File: config.mk
export PLATFORM = sky130hd
export DESIGN_NAME = dbg_uart_bridge
export DESIGN_NICKNAME = d
export VERILOG_FILES = /design/src/rtl/dbg_uart_bridge.sv
export SDC_FILE = /design/constraint.sdc
export NUM_CORES = 1
export LEC_CHECK = 0
export BUFFER_PORTS_ARGS = -buffer_cell sky130_fd_sc_hd__buf_4
export CAP_MARGIN = 20
export CORE_ASPECT_RATIO = 1.2
export CORE_MARGIN = 1.5
export CORE_UTILIZATION = 55
export DETAILED_ROUTE_END_ITERATION = 8
export PLACE_DENSITY = 0.82
export SLEW_MARGIN = 20
export SYNTH_ARGS = -nofsm -noshare
export SYNTH_HDL_FRONTEND = slang
export SYNTH_SLANG_ARGS = --single-unit
File: constraint.sdc
create_clock -name clk -period 5.1 [get_ports clk]
set_input_delay 0.51 -clock clk [delete_from_list [all_inputs] [get_ports clk]]
set_output_delay 0.51 -clock clk [all_outputs]
set_load 0.03 [all_outputs]
File: src/rtl/dbg_uart_bridge.sv
// Byte-command bridge from the debug UART to the 16-bit system bus.
// Decodes address/data loads, bus reads/writes, status and bus-ownership commands.
module dbg_uart_bridge (
    input  logic        clk,
    input  logic        reset,
    input  logic        dix,
    output logic        dox,
    input  logic [7:0]  id,
    output logic [7:0]  od,
    output logic        csu,
    output logic [15:0] addru,
    output logic        ru,
    output logic [1:0]  wru,
    input  logic [15:0] data,
    output logic [15:0] datau,
    input  logic [7:0]  status
);

    typedef enum logic [2:0] {IDLE, ARG1, ARG2, WR, RD1, RD2, SEND} state_t;

    state_t      state, state_next;
    logic        arg_data;   // 1: argument pair loads datau, 0: loads addru
    logic [7:0]  arg_hi;
    logic [1:0]  wr_sel;
    logic [15:0] rd_lat;

    always_ff @(posedge clk or posedge reset) begin
        if (reset) state <= IDLE;
        else       state <= state_next;
    end

    always_comb begin
        state_next = state;
        ru         = 1'b0;
        wru        = 2'b00;
        dox        = 1'b0;
        case (state)
            IDLE: begin
                if (dix) begin
                    case (id)
                        8'h10, 8'h11:        state_next = ARG1;
                        8'h21, 8'h22, 8'h23: state_next = WR;
                        8'h30:               state_next = RD1;
                        8'h31, 8'h32:        state_next = SEND;
                        default:             state_next = IDLE;
                    endcase
                end
            end
            ARG1: if (dix) state_next = ARG2;
            ARG2: if (dix) state_next = IDLE;
            WR: begin
                wru        = wr_sel;
                state_next = IDLE;
            end
            RD1: begin
                ru         = 1'b1;
                state_next = RD2;
            end
            RD2: begin
                ru         = 1'b1;
                state_next = SEND;
            end
            SEND: begin
                dox        = 1'b1;
                state_next = IDLE;
            end
            default: state_next = IDLE;
        endcase
    end

    always_ff @(posedge clk or posedge reset) begin
        if (reset) begin
            csu      <= 1'b0;
            addru    <= 16'h0000;
            datau    <= 16'h0000;
            od       <= 8'h00;
            rd_lat   <= 16'h0000;
            arg_data <= 1'b0;
            arg_hi   <= 8'h00;
            wr_sel   <= 2'b00;
        end else begin
            case (state)
                IDLE: begin
                    if (dix) begin
                        case (id)
                            8'h10:               arg_data <= 1'b0;
                            8'h11:               arg_data <= 1'b1;
                            // 0x21 -> 10, 0x22 -> 01, 0x23 -> 11
                            8'h21, 8'h22, 8'h23: wr_sel <= {id[0], id[1]};
                            8'h31:               od <= rd_lat[7:0];
                            8'h32:               od <= status;
                            8'h40:               csu <= 1'b1;
                            8'h41:               csu <= 1'b0;
                            default: ;
                        endcase
                    end
                end
                ARG1: if (dix) arg_hi <= id;
                ARG2: begin
                    if (dix) begin
                        if (arg_data) datau <= {arg_hi, id};
                        else          addru <= {arg_hi, id};
                    end
                end
                WR: if (wr_sel == 2'b11) addru <= addru + 16'd2;
                RD2: begin
                    rd_lat <= data;
                    od     <= data[15:8];
                    addru  <= addru + 16'd2;
                end
                default: ;
            endcase
        end
    end

endmodule

==> flow_metrics.py, run 1 <==
metrics = {
    "finish": {
        "most_common_library_cell_in_the_layout_ignoring_fill_and_taps": "sky130_fd_sc_hd__buf_4",
        "post-route-cell-area_sq_um": 4090,
        "mostFrequentLayoutCells": "sky130_fd_sc_hd__buf_4, sky130_fd_sc_hd__dfrtp_1, sky130_fd_sc_hd__mux2_2",
        "area_growth_pct": 23.6,
        "finish.cell_count_without_fillers": 454,
        "final_util_pct": 71.1,
        "final_net_count": 405,
        "drive_above_1_share_pct": 38.8,
        "diodes": 0,
    },
    "die": {
        "floorplan.initialDensity_pct": 57.6,
        "placement_rows": 30,
        "die_area_sq_um": 6490,
        "fp.dieH_um": 87.9,
        "die_width_um": 73.8,
        "coreArea_sq_um": 5740,
        "ios": 80,
    },
    "grt": {
        "grt_pass1_vias": 2633,
        "largest_net_degree_at_the_start_of_global_routing": 64,
        "global_route.usage.total_pct": 27.0,
        "initial_antenna_violation_count": 0,
        "wire_length_of_the_first_global_routing_pass_um": 13200,
        "grt_overflow_total": 0,
    },
    "clock_network": {
        "clock_tree.root_cell": "sky130_fd_sc_hd__clkbuf_8",
        "clk_transition_reported_paths_ns": 0.07,
        "htreeDepth": 3,
        "clock_buffer_count_from_cts": 9,
        "post_cts.resized_instances": 0,
        "cts.repair_timing.setup_buffer_count": 0,
        "clock_sink_count": 63,
        "post_cts_hold_buffer_count": 0,
        "clk-insertion-delay-late_ns": 0.34,
        "clock_tree.buffer_depth": 2,
        "tritoncts_clock_tree": "yes",
    },
    "power_and_ir_drop": {
        "vdd_drop_max_uv": 312,
        "comb_power_share_pct": 42.2,
        "power_frac_clock_pct": 18.0,
        "cellLeakagePower_nw": 1.87,
        "switching_power_mw": 0.893,
        "power_density_nw_per_um2": 534,
        "sequentialPowerShare_pct": 39.8,
        "post-layout-total-power_mw": 2.18,
        "power.internal_mw": 1.29,
        "swShare_pct": 41.0,
    },
    "sta": {
        "finalHoldViolations": 0,
        "finalWorstPathRequiredPeriod_ns": 2.79,
        "hold_ws_ns": 0.399,
        "post-route-period-util_pct": 54.7,
        "skew_ns": 0.00721,
        "transition_time_of_the_tightest_slew_check_pin_ns": 0.952,
        "fin_tns_setup_ns": 0,
        "final-setup-viol-count": 0,
        "timing.fmax_ghz": 0.358,
        "max_slew_margin_pct": 36.3,
        "report.final.slew_viol_count": 0,
        "grt_setup_unrepaired": "no",
        "setup_ws_ns": 2.31,
    },
    "drt": {
        "drc": 0,
        "dr.pass1.iters": 4,
        "vias": 2789,
        "drt-initial-drc-count": 230,
        "avgViaCountPerCell": 6.14,
        "route.final.wire_length_um": 8210,
        "antenna_left": 0,
        "wire_per_inst_um": 18.1,
    },
    "synthesis": {
        "edff_count_synth": 0,
        "synth_nets": 339,
        "synth_seq_area_share_pct": 47.7,
        "synthDominantCellAreaShare_pct": 47.7,
        "async_flop_share_pct": 100,
        "post_synth_num_cell_types": 46,
        "dominantRegCellSynth": "sky130_fd_sc_hd__dfrtp_1",
        "synth.avg_cell_area_sq_um": 10.9,
        "synthesis.area_sq_um": 3310,
        "synth-seq-cells": 63,
        "yosysWarnings": 0,
        "synth_cells": 303,
        "yosys-top-cells-area": "sky130_fd_sc_hd__dfrtp_1, sky130_fd_sc_hd__mux2_2, sky130_fd_sc_hd__nand4_1",
        "synth_largest_area_cell": "sky130_fd_sc_hd__dfrtp_1",
    },
    "worst_setup_path": {
        "max_fanout_on_critical_path": 26,
        "worst_ep_required_time_ns": 5.33,
        "worstSetupPathType": "register to register",
        "worstSetupStartpointType": "register",
        "cp.arrival_ns": 3.02,
        "end_kind": "register",
    },
    "min_path": {
        "timing.hold.worst.class": "input port to asynchronous set/reset pin",
    },
    "place": {
        "gp_routability_congestion": 0.891,
        "worst_slack_placed_ns": 2.42,
        "placed_area_sq_um": 3900,
        "port_buffers": 79,
        "post-dp-hpwl_um": 5660,
        "dpl.cell_count": 438,
    },
    "flow_run": {
        "timing.max_cap.violations": 0,
    },
    "outcome": {
        "outcome": "complete, no violations",
    },
}
==> sequential cells by signal, indices dropped and copies added (netlist names) <==
signal / cells
state: 3
addru: 16
datau: 16
arg_data: 1
od: 8
wr_sel: 2
rd_lat: 8
arg_hi: 8
csu: 1
==> kinds of logic (layout without fill, tap and decap cells) <==
kind of cell | Yosys count | in the layout | share of synthesized area, %
AO/OA/AOI/OAI | 79 | 79 | 17.1
XOR/XNOR | 1 | 1 | 0.265
adder cells (fa/ha/maj) | 1 | 1 | 0.378
buffers and inverters | 30 | 101 | 3.86
flip-flops | 63 | 63 | 47.7
multiplexers | 44 | 44 | 14.9
AND/OR/NAND/NOR | 85 | 85 | 15.8
==> power by group through the flow <==
| stage | clock network [mW] | registers, mW | logic, mW |
|---|---|---|---|
| after floorplan | 0 | 1.05 | 0.404 |
| after global placement | 0 | 0.863 | 0.903 |
| after detailed placement | 0 | 0.872 | 0.922 |
| after CTS | 0.401 | 0.864 | 0.925 |
| after global routing | 0.414 | 0.892 | 0.989 |
| final | 0.393 | 0.867 | 0.921 |
==> worst paths after layout <==
kind                                       from                    end  slack [ns]  cells after the start
max                        state[2]$_DFFE_PP0P_  addru[10]$_DFFE_PP0P_        2.31                      4
min                                       reset   addru[2]$_DFFE_PP0P_        0.40                      3
max reg2reg                state[2]$_DFFE_PP0P_  addru[10]$_DFFE_PP0P_        2.31                      4
min reg2reg                datau[5]$_DFFE_PP0P_   datau[5]$_DFFE_PP0P_        0.50                      2
max in group asynchronous                 reset   datau[4]$_DFFE_PP0P_        4.19                      3
min in group clk                        data[6]  rd_lat[6]$_DFFE_PP0P_        0.40                      2
==> area by class of cell <==
type / count / area, sq um
clock buffer: 10 / 138
clock inverter: 6 / 46.3
fill: 438 / 1660
inverter: 4 / 15.0
multi-input combinational: 210 / 1600
sequential: 63 / 1580
tap: 80 / 100
timing repair buffer: 81 / 608
==> critical path, stage by stage, from the launching register on <==
cell                      delay, ns
sky130_fd_sc_hd__dfrtp_1       0.56
sky130_fd_sc_hd__xor2_1        0.80
sky130_fd_sc_hd__and2_1        0.85
sky130_fd_sc_hd__a41oi_1       0.25
sky130_fd_sc_hd__o22a_1        0.23
==> cells in the mapped netlist, types with 9 or more instances <==
| cell | number |
|---|---|
| sky130_fd_sc_hd__a22oi_1 | 10 |
| sky130_fd_sc_hd__nand2_1 | 9 |
| sky130_fd_sc_hd__dfrtp_1 | 63 |
| sky130_fd_sc_hd__nor2_1 | 11 |
| sky130_fd_sc_hd__a31oi_1 | 12 |
| sky130_fd_sc_hd__mux2_2 | 39 |
| sky130_fd_sc_hd__nand4_1 | 14 |
| sky130_fd_sc_hd__o31ai_1 | 9 |
| sky130_fd_sc_hd__nand3_1 | 11 |
| sky130_fd_sc_hd__a2bb2oi_1 | 9 |
| sky130_fd_sc_hd__clkbuf_1 | 17 |
| sky130_fd_sc_hd__a21oi_1 | 12 |
==> layer usage <==
| metal | part of all wire, % | routed length, um | up-vias | track usage (%) |
|---|---|---|---|---|
| met5 | 0 | 0 | - | 0 |
| met2 | 50 | 4120 | 117 | 42.8 |
| met3 | 6.1 | 504 | 15 | 4.60 |
| li1 | - | - | 1294 | - |
| met1 | 42 | 3450 | 1363 | 35.9 |
| met4 | 1.7 | 139 | 0 | 13.1 |
Power figures use the tool's default switching activity.
==> run 2, diff against run 1 <==
- CORE_UTILIZATION: 55 -> 54
- PLACE_DENSITY: 0.82 -> 0.8
- clock period: 5.1 -> 2.7 ns (I/O delays scaled with it)
==> run 2 against run 1 <==
  * Clock-buffer cell count fell by 1
  * Combinational power rose by 90%
  * Via count increased by 1.4%
  * Flip-flop and latch count unchanged
  * Critical path depth grew 1
  * Maximum frequency increased by 38%
  * Sequential power is 88% higher
==> flow_metrics.py, run 2 (synthesized netlist as in run 1, its figures left out) <==
metrics = {
    "place": {
        "gp_routability_congestion": 0.922,
        "port_buffers": 79,
        "worst_slack_placed_ns": 0.665,
        "placed_area_sq_um": 3960,
        "post-dp-hpwl_um": 5890,
    },
    "drt": {
        "route.final.wire_length_um": 8220,
        "drc": 0,
        "antenna_left": 0,
        "met3_length_um": 484,
        "route.top_layer_used": "met4",
        "met2_wirelength_um": 4050,
        "drt-initial-drc-count": 231,
        "avgViaCountPerCell": 6.08,
        "vias": 2829,
        "dr.pass1.iters": 4,
        "wirelength_met1_um": 3560,
        "wire_per_inst_um": 17.7,
    },
    "worst_setup_path": {
        "reg2reg_from": "state[0]$_DFFE_PP0P_",
        "worst_ep_required_time_ns": 2.93,
        "max_fanout_on_critical_path": 16,
        "rrSetupSlack_ns": 0.68,
        "reg2reg_depth": 5,
        "critical_path.startpoint": "state[0]$_DFFE_PP0P_",
        "worstSetupPathType": "register to register",
        "worstSetupStartpointType": "register",
        "cp.arrival_ns": 2.25,
        "end_kind": "register",
        "rr_endpoint": "addru[10]$_DFFE_PP0P_",
    },
    "min_path": {
        "timing.hold.worst.class": "input port to register",
        "hp-start": "data[6]",
        "worstHoldEndpoint": "rd_lat[6]$_DFFE_PP0P_",
        "holdPathStages": 2,
    },
    "sta": {
        "setup_ws_ns": 0.683,
        "timing.fmax_ghz": 0.496,
        "transition_time_of_the_tightest_slew_check_pin_ns": 0.580,
        "report.final.slew_viol_count": 0,
        "finalHoldViolations": 0,
        "skew_ns": 0.00735,
        "fin_tns_setup_ns": 0,
        "final-setup-viol-count": 0,
        "grt_setup_unrepaired": "no",
        "max_slew_margin_pct": 61.3,
        "post-route-period-util_pct": 74.7,
        "finalWorstPathRequiredPeriod_ns": 2.02,
    },
    "grt": {
        "initial_antenna_violation_count": 0,
        "global_route.usage.total_pct": 26.9,
        "largest_net_degree_at_the_start_of_global_routing": 34,
        "wire_length_of_the_first_global_routing_pass_um": 13200,
        "grt_pass1_vias": 2676,
        "grt_overflow_total": 0,
    },
    "power_and_ir_drop": {
        "cellLeakagePower_nw": 1.96,
        "vdd_drop_max_uv": 616,
        "post-layout-total-power_mw": 4.45,
        "power_density_nw_per_um2": 1050,
    },
    "finish": {
        "layout.filler_cells": 469,
        "diodes": 0,
        "mostFrequentLayoutCells": "sky130_fd_sc_hd__buf_4, sky130_fd_sc_hd__dfrtp_1, sky130_fd_sc_hd__mux2_2",
        "drive_above_1_share_pct": 39.9,
        "footprint_of_the_multi_input_gates_sq_um": 1600,
        "final_net_count": 414,
        "biggest_regs": "addru x16, datau x16",
        "final_util_pct": 70.9,
        "area_growth_pct": 28.0,
        "post-route-cell-area_sq_um": 4230,
        "most_common_library_cell_in_the_layout_ignoring_fill_and_taps": "sky130_fd_sc_hd__buf_4",
        "layout.area.seq_sq_um": 1580,
    },
    "clock_network": {
        "cts.repair_timing.setup_buffer_count": 0,
        "clock_tree.buffer_depth": 2,
        "htreeDepth": 3,
        "clock_tree.root_cell": "sky130_fd_sc_hd__clkbuf_8",
        "post_cts.resized_instances": 0,
        "post_cts_hold_buffer_count": 1,
        "clock_buffer_count_from_cts": 9,
        "tritoncts_clock_tree": "yes",
        "clock_sink_count": 63,
        "clk-insertion-delay-late_ns": 0.34,
        "clk_transition_reported_paths_ns": 0.07,
    },
    "die": {
        "die_area_sq_um": 6600,
        "coreArea_sq_um": 5970,
        "die_width_um": 74.4,
        "fp.dieH_um": 88.7,
        "placement_rows": 31,
        "floorplan.initialDensity_pct": 55.3,
        "ios": 80,
    },
    "flow_run": {
        "timing.max_cap.violations": 0,
    },
    "outcome": {
        "outcome": "complete, no violations",
    },
}
## run 2: per-stage QoR
| step | hold WS, ns | instances |
|---|---|---|
| floorplan | 0.417 | 303 |
| global placement | 0.247 | 448 |
| detailed placement | 0.253 | 448 |
| CTS | 0.147 | 465 |
| global route | 0.152 | 465 |
| finish | 0.152 | 465 |
## run 2: area by class of cell
cell class,count,area share [%]
multi-input combinational,210,37.8
sequential,63,37.2
timing repair buffer,90,16.0
clock inverter,7,3.19
clock buffer,9,2.93
tap,82,2.42
inverter,4,0.355
## run 2: per-layer routing
layer,track usage (%),vias up
met1,35.0,1404
met3,5.69,12
met5,0,-
met2,43.1,106
li1,-,1307
met4,12.2,0
## run 2: power breakdown
| group | leakage, nW | total [mW] | internal (mW) | switching [mW] |
|---|---|---|---|---|
| Clock | 0.133 | 1.07 | 0.701 | 0.365 |
| Combinational | 1.05 | 1.75 | 0.783 | 0.968 |
| Sequential | 0.775 | 1.63 | 1.31 | 0.323 |
## run 2: how the worst max path moves through the flow
stage	cells after the start	end
floorplan	1	addru[0]$_DFFE_PP0P_
global placement	5	od[1]$_DFFE_PP0P_
detailed placement	5	od[3]$_DFFE_PP0P_
CTS	4	od[7]$_DFFE_PP0P_
global route	5	addru[2]$_DFFE_PP0P_
finish	5	addru[10]$_DFFE_PP0P_
## run 2: critical path, stage by stage, from the launching register on
cell and delay [ns]:
sky130_fd_sc_hd__dfrtp_1 0.62, sky130_fd_sc_hd__buf_4 0.24, sky130_fd_sc_hd__and2_1 0.43, sky130_fd_sc_hd__buf_4 0.29, sky130_fd_sc_hd__a41oi_1 0.13, sky130_fd_sc_hd__o22a_1 0.19
